## src/rtl/multicycle_subtractor_if.sv

```systemverilog
// Start/done handshake and operand/result bundle for multicycle_subtractor.
// master = requester side, slave = the subtract unit.
interface multicycle_subtractor_if #(
    parameter int WIDTH = 16
) ();
    logic             start;
    logic [WIDTH-1:0] a;
    logic [WIDTH-1:0] b;
    logic             bin;
    logic             busy;
    logic             done;
    logic [WIDTH-1:0] diff;
    logic             bout;
    logic             ovf;

    modport master (
        output start, a, b, bin,
        input  busy, done, diff, bout, ovf
    );

    modport slave (
        input  start, a, b, bin,
        output busy, done, diff, bout, ovf
    );
endinterface

```

## src/rtl/multicycle_subtractor.sv

```systemverilog
// Multi-cycle subtractor: diff = a - b - bin, CHUNK bits per clock, LSB slice first.
// Define SUB_SIGNED_OVF_EN to generate the signed-overflow output; otherwise ovf is tied to 0.
module multicycle_subtractor #(
    parameter int WIDTH = 16,
    parameter int CHUNK = 4
) (
    input  logic                   clk,
    input  logic                   rst,
    multicycle_subtractor_if.slave bus
);
    localparam int NSLICE = WIDTH / CHUNK;
    localparam int CNT_W  = (NSLICE > 1) ? $clog2(NSLICE) : 1;
    localparam logic [CNT_W-1:0] LAST_SLICE = CNT_W'(NSLICE - 1);

    typedef enum logic {
        IDLE,
        CALC
    } state_e;

    state_e           state_q, state_d;
    logic [CNT_W-1:0] cnt_q, cnt_d;
    logic [WIDTH-1:0] a_q, a_d;
    logic [WIDTH-1:0] b_q, b_d;
    logic [WIDTH-1:0] diff_q, diff_d;
    logic             brw_q, brw_d;
    logic             bout_q, bout_d;
    logic             done_q, done_d;
`ifdef SUB_SIGNED_OVF_EN
    logic             ovf_q, ovf_d;
`endif

    logic [CHUNK-1:0] a_sl;
    logic [CHUNK-1:0] b_sl;
    logic [CHUNK:0]   sl_res;

    // Current slice of each operand and its difference; sl_res[CHUNK] is the slice borrow-out.
    always_comb begin
        a_sl = '0;
        b_sl = '0;
        for (int s = 0; s < NSLICE; s++) begin
            if (cnt_q == CNT_W'(s)) begin
                a_sl = a_q[s*CHUNK +: CHUNK];
                b_sl = b_q[s*CHUNK +: CHUNK];
            end
        end
        sl_res = {1'b0, a_sl} - {1'b0, b_sl} - {{CHUNK{1'b0}}, brw_q};
    end

    always_comb begin
        // NOTE: every signal gets its hold value first, so no path through this block can infer a latch.
        state_d = state_q;
        cnt_d   = cnt_q;
        a_d     = a_q;
        b_d     = b_q;
        diff_d  = diff_q;
        brw_d   = brw_q;
        bout_d  = bout_q;
        done_d  = 1'b0;
`ifdef SUB_SIGNED_OVF_EN
        ovf_d   = ovf_q;
`endif
        unique case (state_q)
            IDLE: begin
                if (bus.start) begin
                    state_d = CALC;
                    cnt_d   = '0;
                    a_d     = bus.a;
                    b_d     = bus.b;
                    brw_d   = bus.bin;
                    diff_d  = '0;
                    bout_d  = 1'b0;
`ifdef SUB_SIGNED_OVF_EN
                    ovf_d   = 1'b0;
`endif
                end
            end
            CALC: begin
                for (int s = 0; s < NSLICE; s++) begin
                    if (cnt_q == CNT_W'(s)) diff_d[s*CHUNK +: CHUNK] = sl_res[CHUNK-1:0];
                end
                brw_d = sl_res[CHUNK];
                if (cnt_q == LAST_SLICE) begin
                    state_d = IDLE;
                    cnt_d   = '0;
                    done_d  = 1'b1;
                    bout_d  = sl_res[CHUNK];
`ifdef SUB_SIGNED_OVF_EN
                    // Borrow into the MSB recovered from the full-subtractor sum bit: a ^ b ^ r.
                    ovf_d   = (a_sl[CHUNK-1] ^ b_sl[CHUNK-1] ^ sl_res[CHUNK-1]) ^ sl_res[CHUNK];
`endif
                end else begin
                    cnt_d = cnt_q + 1'b1;
                end
            end
            default: state_d = IDLE;
        endcase
    end

    // NOTE: non-blocking assignments so every flop samples the pre-edge value of its neighbours.
    always_ff @(posedge clk) begin
        if (rst) begin
            state_q <= IDLE;
            cnt_q   <= '0;
            diff_q  <= '0;
            brw_q   <= 1'b0;
            bout_q  <= 1'b0;
            done_q  <= 1'b0;
`ifdef SUB_SIGNED_OVF_EN
            ovf_q   <= 1'b0;
`endif
        end else begin
            state_q <= state_d;
            cnt_q   <= cnt_d;
            diff_q  <= diff_d;
            brw_q   <= brw_d;
            bout_q  <= bout_d;
            done_q  <= done_d;
`ifdef SUB_SIGNED_OVF_EN
            ovf_q   <= ovf_d;
`endif
        end
    end

    // NOTE: operand registers carry no reset; they are always loaded on accept before being read.
    always_ff @(posedge clk) begin
        a_q <= a_d;
        b_q <= b_d;
    end

    assign bus.busy = (state_q == CALC);
    assign bus.done = done_q;
    assign bus.diff = diff_q;
    assign bus.bout = bout_q;
`ifdef SUB_SIGNED_OVF_EN
    assign bus.ovf  = ovf_q;
`else
    assign bus.ovf  = 1'b0;
`endif

endmodule
```

## src/flat_wrapper.sv

```systemverilog
// flat-port wrapper written by rule: the top's interface ports become plain ports
module multicycle_subtractor_flat 
#(
    parameter int WIDTH = 16,
    parameter int CHUNK = 4
)
  (clk, rst, bus_start, bus_a, bus_b, bus_bin, bus_busy, bus_done, bus_diff, bus_bout, bus_ovf);
  multicycle_subtractor_if #(.WIDTH(WIDTH)) bus_i ();
  input  logic clk;
  input  logic rst;
  input wire logic [$bits(bus_i.start)-1:0] bus_start;
  input wire logic [$bits(bus_i.a)-1:0] bus_a;
  input wire logic [$bits(bus_i.b)-1:0] bus_b;
  input wire logic [$bits(bus_i.bin)-1:0] bus_bin;
  output wire logic [$bits(bus_i.busy)-1:0] bus_busy;
  output wire logic [$bits(bus_i.done)-1:0] bus_done;
  output wire logic [$bits(bus_i.diff)-1:0] bus_diff;
  output wire logic [$bits(bus_i.bout)-1:0] bus_bout;
  output wire logic [$bits(bus_i.ovf)-1:0] bus_ovf;
  assign bus_i.start = bus_start;
  assign bus_i.a = bus_a;
  assign bus_i.b = bus_b;
  assign bus_i.bin = bus_bin;
  assign bus_busy = bus_i.busy;
  assign bus_done = bus_i.done;
  assign bus_diff = bus_i.diff;
  assign bus_bout = bus_i.bout;
  assign bus_ovf = bus_i.ovf;
  multicycle_subtractor #(.WIDTH(WIDTH), .CHUNK(CHUNK)) u_core (.clk(clk), .rst(rst), .bus(bus_i));
endmodule
```

## config.mk

```make
export PLATFORM = sky130hd
export DESIGN_NAME = multicycle_subtractor_flat
export DESIGN_NICKNAME = d
export VERILOG_FILES = /design/src/rtl/multicycle_subtractor_if.sv /design/src/rtl/multicycle_subtractor.sv /design/src/flat_wrapper.sv
export SDC_FILE = /design/constraint.sdc
export NUM_CORES = 1
export LEC_CHECK = 0
export CELL_PAD_IN_SITES_DETAIL_PLACEMENT = 1
export CELL_PAD_IN_SITES_GLOBAL_PLACEMENT = 2
export CORE_ASPECT_RATIO = 1.75
export CORE_MARGIN = 10
export CORE_UTILIZATION = 34
export CTS_CLUSTER_DIAMETER = 150
export DETAILED_ROUTE_END_ITERATION = 8
export PLACE_DENSITY_LB_ADDON = 0.15
export RECOVER_POWER = 50
export SLEW_MARGIN = 10
export SYNTH_ARGS = -nofsm -noshare
export SYNTH_HDL_FRONTEND = slang
export SYNTH_SLANG_ARGS = --single-unit
```

## constraint.sdc

```tcl
create_clock -name clk -period 7.89 [get_ports clk]
set_input_delay 0.789 -clock clk [delete_from_list [all_inputs] [get_ports clk]]
set_output_delay 0.789 -clock clk [all_outputs]
set_load 0.05 [all_outputs]
```

* Yosys cells after proc, flatten, opt, wreduce, memory -nomap -nowiden
Cells that the tools add are included.
Storage, ports and cells: bits in registers 54, input port bits 36, output and inout bits 20, word-level logic and storage cells 56
Cells by class: $add $sub $neg 3, equality and inequality tests 8, mux-type cells 26, bitwise logic cells 1, reductions and logical operators 7
Operators by type and width (count):
- 4-bit two-way mux | 12
- 16-bit case mux with 2 select lines | 1
- 16-bit two-way mux | 1
- 2-bit inequality test, second input constant | 5
- 2-bit AND reduction | 5
- 1-bit two-way mux | 6
- 1-bit case mux with 2 select lines | 3
- 4-bit by 4-bit subtractor with 5-bit output | 1
- 5-bit by 1-bit subtractor with 5-bit output | 1
- 2-bit == test, second input constant | 2
- 2-bit two-way mux | 2
- 2-bit case mux with 2 select lines | 1
- 2-bit by 1-bit adder with 2-bit output, second input constant | 1
- 2-bit by 1-bit == test with 1-bit output, second input constant | 1
- 2-bit zero test | 1
- 2-bit OR reduction | 1
- 1-bit inverter | 1

* Longest topological paths before layout
Gate-level depths: netlist (run 1).
word-level depth 9, depth in mapped cells 15, gate-level depth less buffers 13

* Worst setup path before layout (run 1)
Ideal clock, no wire load.
path type register -> register, start register u_core.cnt_q[0], end register u_core.diff_q[11] (netlist: u_core.bus.diff[11]), library setup time 0.087 ns, arrival 3.115 ns, data required time 7.803 ns, path slack 4.688 ns, stages on the path, launching flop included 15, buffers on the path 2, period minus slack after synthesis 3.202 ns, path through dfxtp_1 > inv_1 > ha_1 > clkbuf_1 > clkbuf_1 > a21oi_1 > a21oi_1 > o21ai_0 > fa_1 > inv_1 > ha_1 > and3_1 > o21a_1 > or4_1 > o31ai_1
On the way: longest elaborated chain between the ends 9, elaborated cells between the ends (all ways) 18, those cells by class add/sub: 2; eq/ne: 4; mux: 10; reduce/logical: 2
RTL lines:
- start, declared | line multicycle_subtractor.sv:21 | logic [CNT_W-1:0] cnt_q, cnt_d;
- start signal, assigned | line multicycle_subtractor.sv:113 | cnt_q <= cnt_d;
- 2-bit zero test | line multicycle_subtractor.sv:41 | if (cnt_q == CNT_W'(s)) begin
- 4-bit two-way mux (4 in series) | line multicycle_subtractor.sv:41
- 4-bit by 4-bit subtractor with 5-bit output | line multicycle_subtractor.sv:46 | sl_res = {1'b0, a_sl} - {1'b0, b_sl} - {{CHUNK{1'b0}}, brw_q};
- 5-bit by 1-bit subtractor with 5-bit output | line multicycle_subtractor.sv:46
- 4-bit two-way mux | line multicycle_subtractor.sv:79 | if (cnt_q == CNT_W'(s)) diff_d[s*CHUNK +: CHUNK] = sl_res[CHUNK-1:0];
- 16-bit case mux with 2 select lines | line multicycle_subtractor.sv:62 | unique case (state_q)
- end signal, assigned | line multicycle_subtractor.sv:114 | diff_q <= diff_d;
- end, declared | line multicycle_subtractor.sv:24 | logic [WIDTH-1:0] diff_q, diff_d;
Several ways; a longest one is shown, not always the timed one. The select of a mux whose other input is x is not followed. A chain may end at the register's enable or synchronous reset.

* Worst setup path after layout (run 1)
start register u_core.cnt_q[1], end register u_core.diff_q[6] (netlist: u_core.bus.diff[6])
The elaborated chain is that of the path after synthesis.

==> impl_metrics.env, run 1 <==
export IMPL_worstPathArrival_ns=3.83
export IMPL_cp_start_kind="flip-flop"
export IMPL_area_delta_synth_final_pct=32.40
export IMPL_synth_fp_nets=246
export IMPL_setup_tns_ns=0
export IMPL_fmax_mhz=277.2
export IMPL_htreeDepth=2
export IMPL_hold_violations=0
export IMPL_cts_inserted_buffers=5
export IMPL_io_pins=56
export IMPL_synth_area_top_cells="edfxtp_1, dfxtp_1, ha_1"
export IMPL_placementRows=39
export IMPL_grt_overflow=0
export IMPL_synth_common_cells="edfxtp_1, dfxtp_1, nor2_1"
export IMPL_finalSetupViolations=0
export IMPL_clkLatencyLatePin_ns=0.29
export IMPL_synth_cell_types=33
export IMPL_routedWlPerCell_um=16.91
export IMPL_fin_crit_ns=3.607
export IMPL_crit_type="reg -> reg"
export IMPL_worst_path_largest_cell_delay_ns=0.61
export IMPL_cts_tree="yes"
export IMPL_antenna_found_initial=0
export IMPL_tightest_slew_ns=0.8782
export IMPL_holdPathEnd="u_core.bus.diff[3]$_SDFFE_PP0P_"
export IMPL_dr_pass1_iters=4
export IMPL_gp_congestion=0.7262
export IMPL_vias=1679
export IMPL_cts_setup_buffers=0
export IMPL_syn_area_um2=2317
export IMPL_peakVddDrop_mv=0.1209
export IMPL_netlist_instances=200
export IMPL_cp_end_kind="flip-flop"
export IMPL_clk_pin_slew_ns=0.07
export IMPL_grt_pass1_wl_um=8825
export IMPL_power_uw=664.2
export IMPL_async_flop_share=0
export IMPL_initial_utilization=0.3518
export IMPL_outcome="complete, no violations"
export IMPL_drive_gt1_frac=0.04382
export IMPL_grtUsageTotal=0.1090
export IMPL_clkSinkCount=54
export IMPL_yosys_area_top_type="edfxtp_1"
export IMPL_io_buffers=54
export IMPL_holdCritStartpoint="u_core.bus.diff[3]$_SDFFE_PP0P_"
export IMPL_crit_path_top_delay_cell="ha_1"
export IMPL_die_h_um=129.2
export IMPL_ant_nets=0
export IMPL_synth_edf_count=32
export IMPL_crit_path_cell_trace="inv_1, ha_1, nand3b_1, a21oi_1, a21oi_1, o21ai_0, fa_1, fa_1, or2_2, a21boi_0, a22oi_1, nor2_1"
export IMPL_leakage_nw=1.142
export IMPL_cp_max_fo=20
export IMPL_synth_flop_cell="edfxtp_1"
export IMPL_cts_root_buf="clkbuf_16"
export IMPL_synth_seq_cells=54
export IMPL_grt_max_degree=25
export IMPL_ctsLongestPathBuffers=2
export IMPL_required_ns=8.11
export IMPL_final_net_count=296
export IMPL_cts_repair_resized=0
export IMPL_dp_hpwl_um=4256
export IMPL_dieArea_um2=10650
export IMPL_r2r_start="u_core.cnt_q[1]$_SDFFE_PP0P_"
export IMPL_postCtsHoldBufs=0
export IMPL_core_area_um2=6588
export IMPL_antenna_cells=0
export IMPL_hold_depth=2
export IMPL_r2r_cells=12
export IMPL_critPathBufInv=1
export IMPL_die_w_um=82.41
export IMPL_r2r_end="u_core.bus.diff[6]$_SDFFE_PP0P_"
export IMPL_finalClockSkew_ns=0.007903
export IMPL_yosys_warnings=0
export IMPL_max_slew_margin=0.4126
export IMPL_hold_slack_ns=0.4650
export IMPL_rsz0062_at_grt="false"
export IMPL_syn_area_per_cell_um2=11.59
export IMPL_rrSetupSlack_ns=4.28
export IMPL_cp_top_family="adder cells"
export IMPL_drt_iter0_markers=87
export IMPL_synth_most_common_cell="edfxtp_1"
export IMPL_period_share=0.4572
export IMPL_wirelength_um=5630
export IMPL_min_path_type="reg -> reg"
export IMPL_drcViolationCount=0
export IMPL_cap_violations=0
export IMPL_routed_via_density=5.042
export IMPL_powerDensity_nw_per_um2=216.5
export IMPL_yosysTopAreaCellShare=0.4147
export IMPL_finalMaxSlewViolations=0
export IMPL_yosysSeqAreaShare=0.6048
export IMPL_grt_pass1_vias=1803
## layout make-up
class	count	area [um2]
clock inverter	1	5.005
fill	728	3520
tap	82	102.6
inverter	7	26.28
timing repair buffer	56	555.5
sequential	54	1401
multi-input combinational	126	834.6
clock buffer	7	142.6
## sequential cells by signal, indices dropped and copies added, names as in the netlist
signal / cells
u_core.bus.done: 1
u_core.a_q: 16
u_core.bus.bout: 1
u_core.bus.busy: 1
u_core.b_q: 16
u_core.bus.diff: 16
u_core.cnt_q: 2
u_core.brw_q: 1
## layer usage
layer | vias up | global-route usage | wire length [um]
li1 | 828 | - | -
met1 | 803 | 0.1113 | 2254
met2 | 42 | 0.1963 | 2981
met3 | 6 | 0.02839 | 294
met4 | 0 | 0.05131 | 100
met5 | - | 0 | 0
## stage by stage
step	setup WS [ns]	cell area, um2	cells	utilization
2_1_floorplan	4.688	2317	200	-
3_3_place_gp	4.382	2920	325	0.4433
3_5_place_dp	4.221	2920	325	0.4433
4_1_cts	4.183	3068	333	0.4657
5_1_grt	3.863	3068	333	0.4657
6_report	4.283	3068	333	0.4657
## logic make-up after synthesis
group / count (synthesis) / share of synthesized area
adder cells (fa/ha/maj): 10 / 0.06048
other: 1 / 0.001618
AO/OA/AOI/OAI: 47 / 0.1393
multiplexers: 3 / 0.01296
buffers and inverters: 20 / 0.03510
flip-flops: 54 / 0.6047
XOR/XNOR: 1 / 0.003780
AND/OR/NAND/NOR: 64 / 0.1420
## worst max path at each step
stage | slack, ns | from | endpoint | cells past startpoint
floorplan | 4.69 | u_core.cnt_q[0]$_SDFFE_PP0P_ | u_core.bus.diff[11]$_SDFFE_PP0P_ | 14
global placement | 4.38 | u_core.cnt_q[0]$_SDFFE_PP0P_ | u_core.bus.diff[14]$_SDFFE_PP0P_ | 11
detailed placement | 4.22 | u_core.cnt_q[1]$_SDFFE_PP0P_ | u_core.bus.diff[14]$_SDFFE_PP0P_ | 12
CTS | 4.18 | u_core.cnt_q[1]$_SDFFE_PP0P_ | u_core.bus.diff[6]$_SDFFE_PP0P_ | 12
global route | 3.86 | u_core.cnt_q[0]$_SDFFE_PP0P_ | u_core.bus.diff[2]$_SDFFE_PP0P_ | 11
finish | 4.28 | u_core.cnt_q[1]$_SDFFE_PP0P_ | u_core.bus.diff[6]$_SDFFE_PP0P_ | 12
## worst min-delay path, cell delays in order, from the launching register on
cell     delay [ns]
dfxtp_1        0.31
nand3_1        0.06
o31ai_1        0.06
## power breakdown
part	switching, mW	internal, mW
registers	0.00860	0.316
clock network	0.0925	0.126
logic	0.0720	0.0494
total	0.173	0.491
## layout by cell type, fill, tap and decap left out, types with 5 or more instances in the layout
cell type,n
inv_1,7
a21oi_1,14
a221oi_1,6
nor2_1,18
nor3_1,6
clkbuf_16,5
a22oi_1,12
nor2b_1,12
dlygate4sd3_1,49
dfxtp_1,22
nand2_1,10
o31ai_1,5
edfxtp_1,32
ha_1,8
clkdlybuf4s50_1,5
Note: power is estimated with default switching activity, not from simulation.
==> inputs of run 2 (changes only) <==
--- a/config.mk
+++ b/config.mk
@@ -9,7 +9,7 @@
 export CELL_PAD_IN_SITES_GLOBAL_PLACEMENT = 2
 export CORE_ASPECT_RATIO = 1.75
 export CORE_MARGIN = 10
-export CORE_UTILIZATION = 34
+export CORE_UTILIZATION = 28
 export CTS_CLUSTER_DIAMETER = 150
 export DETAILED_ROUTE_END_ITERATION = 8
 export PLACE_DENSITY_LB_ADDON = 0.15
==> constraint.sdc (replaced) <==
create_clock -name clk -period 2.9 [get_ports clk]
set_input_delay 0.29 -clock clk [delete_from_list [all_inputs] [get_ports clk]]
set_output_delay 0.29 -clock clk [all_outputs]
set_load 0.05 [all_outputs]
==> impl_metrics.env, run 2 (synthesis gave the netlist of run 1 again) <==
export IMPL_drcViolationCount=0
export IMPL_placementRows=43
export IMPL_wirelength_um=6187
export IMPL_layout_commonest_cell="dlygate4sd3_1"
export IMPL_r2r_start="u_core.cnt_q[1]$_SDFFE_PP0P_"
export IMPL_grt_pass1_vias=1947
export IMPL_power_mw=1.918
export IMPL_postCtsHoldBufs=0
export IMPL_crit_path_cell_trace="inv_4, ha_4, nor2b_4, a221oi_2, nor3_2, a21oi_2, fa_2, inv_2, ha_4, and3_4, o21a_4, or4_1, o31ai_1"
export IMPL_cts_tree="yes"
export IMPL_routed_via_density=4.942
export IMPL_drt_iter0_markers=78
export IMPL_dieArea_um2=12460
export IMPL_cp_common_cell="ha_4"
export IMPL_crit_path_top_delay_cell="or4_1"
export IMPL_powerDensity_nw_per_um2=566.3
export IMPL_clkSinkCount=54
export IMPL_finalMaxSlewViolations=0
export IMPL_fillers=878
export IMPL_grt_pass1_wl_um=9901
export IMPL_dr_pass1_iters=4
export IMPL_initial_utilization=0.2891
export IMPL_setup_tns_ns=0
export IMPL_final_cell_mix="dlygate4sd3_1, edfxtp_1, dfxtp_1"
export IMPL_finalClockSkew_ns=0.004413
export IMPL_cp_start_kind="flip-flop"
export IMPL_worst_path_largest_cell_delay_ns=0.50
export IMPL_htreeDepth=2
export IMPL_multi_input_area_um2=970.9
export IMPL_holdCritStartpoint="u_core.bus.diff[15]$_SDFFE_PP0P_"
export IMPL_cap_violations=0
export IMPL_cts_inserted_buffers=5
export IMPL_crit_type="reg -> reg"
export IMPL_leakage_nw=1.230
export IMPL_grt_max_degree=28
export IMPL_fin_util=0.4225
export IMPL_clkLatencyLatePin_ns=0.29
export IMPL_cp_end_kind="flip-flop"
export IMPL_clk_pin_slew_ns=0.07
export IMPL_core_area_um2=8016
export IMPL_hold_violations=0
export IMPL_tightest_slew_ns=0.5226
export IMPL_cts_root_buf="clkbuf_16"
export IMPL_ctsLongestPathBuffers=2
export IMPL_grt_overflow=0
export IMPL_peakVddDrop_mv=0.3328
export IMPL_die_w_um=88.77
export IMPL_dpl_worst_slack_ns=-0.1678
export IMPL_io_buffers=54
export IMPL_final_net_count=316
export IMPL_cp_max_fo=6
export IMPL_timing_final_ws_setup_ns=0.07180
export IMPL_drive_gt1_frac=0.2066
export IMPL_gp_congestion=0.7776
export IMPL_vias=1784
export IMPL_worstPathArrival_ns=3.04
export IMPL_routedWlPerCell_um=17.14
export IMPL_crit_start="u_core.cnt_q[1]$_SDFFE_PP0P_"
export IMPL_io_pins=56
export IMPL_max_slew_margin=0.6505
export IMPL_fmax_mhz=353.6
export IMPL_grtUsageTotal=0.1031
export IMPL_rsz0062_at_grt="true"
export IMPL_antenna_found_initial=0
export IMPL_required_ns=3.11
export IMPL_finalSetupViolations=0
export IMPL_antenna_cells=0
export IMPL_area_delta_synth_final_pct=46.17
export IMPL_outcome="complete, no violations"
export IMPL_ant_nets=0
export IMPL_period_share=0.9752
export IMPL_fin_crit_ns=2.828
export IMPL_die_h_um=140.3
export IMPL_seq_area_um2=1409
export IMPL_dp_hpwl_um=4722
export IMPL_hold_slack_ns=0.4520
export IMPL_min_path_type="reg -> reg"
==> run 2: final timing paths <==
kind	depth (start not counted)	end	slack, ns
worst min register to register	2	u_core.bus.diff[15]$_SDFFE_PP0P_	0.45
worst max register to register	13	u_core.bus.diff[3]$_SDFFE_PP0P_	0.07
worst max-delay path	13	u_core.bus.diff[3]$_SDFFE_PP0P_	0.07
worst min-delay path	2	u_core.bus.diff[15]$_SDFFE_PP0P_	0.45
==> run 2: layer usage <==
metal	track usage	share of wire	wire length (um)	up-vias
met5	0	0	0	-
met4	0.04106	0.016	97	0
met3	0.02904	0.041	252	7
met2	0.1784	0.52	3221	39
met1	0.1130	0.42	2616	865
li1	-	-	-	873
==> run 2: repair_timing <==
item / 4_1_cts / 5_1_grt
gates resized for setup: 12 / 15
endpoints found under the setup margin: 8 / 8
pin swaps: 11 / 17
setup buffers: 2 / 1
hold endpoints to repair: 0 / 0
==> run 2: report_power, final <==
group          internal (mW)  switching (mW)  total, mW
Combinational          0.215           0.237      0.453
Sequential             0.858          0.0198      0.878
Clock                  0.321           0.267      0.588
Total                   1.39           0.524       1.92
==> run 2: through the flow <==
stage | area, um2 | cells
floorplan | 2394 | 200
finish | 3387 | 361
detailed placement | 3109 | 350
global placement | 3109 | 350
CTS | 3319 | 360
global route | 3387 | 361
==> run 2: worst max-delay path, delay by kind of cell (launching register included) <==
kind,cells,cell delay (ns)
adders and majority gates,3,0.75
buffers and inverters,2,0.13
AOI/OAI and AO/OA,4,0.55
and+or+nand+nor,4,0.94
DFF,1,0.38
==> run 2: final cells by class <==
type                    count  share of cell area
inverters                   7            0.008496
repair buffers             76              0.2132
clock buffers               6             0.03805
flip-flops and latches     54              0.4160
multi-input cells         126              0.2867
clock inverters             2            0.004433
well taps                  90             0.03325
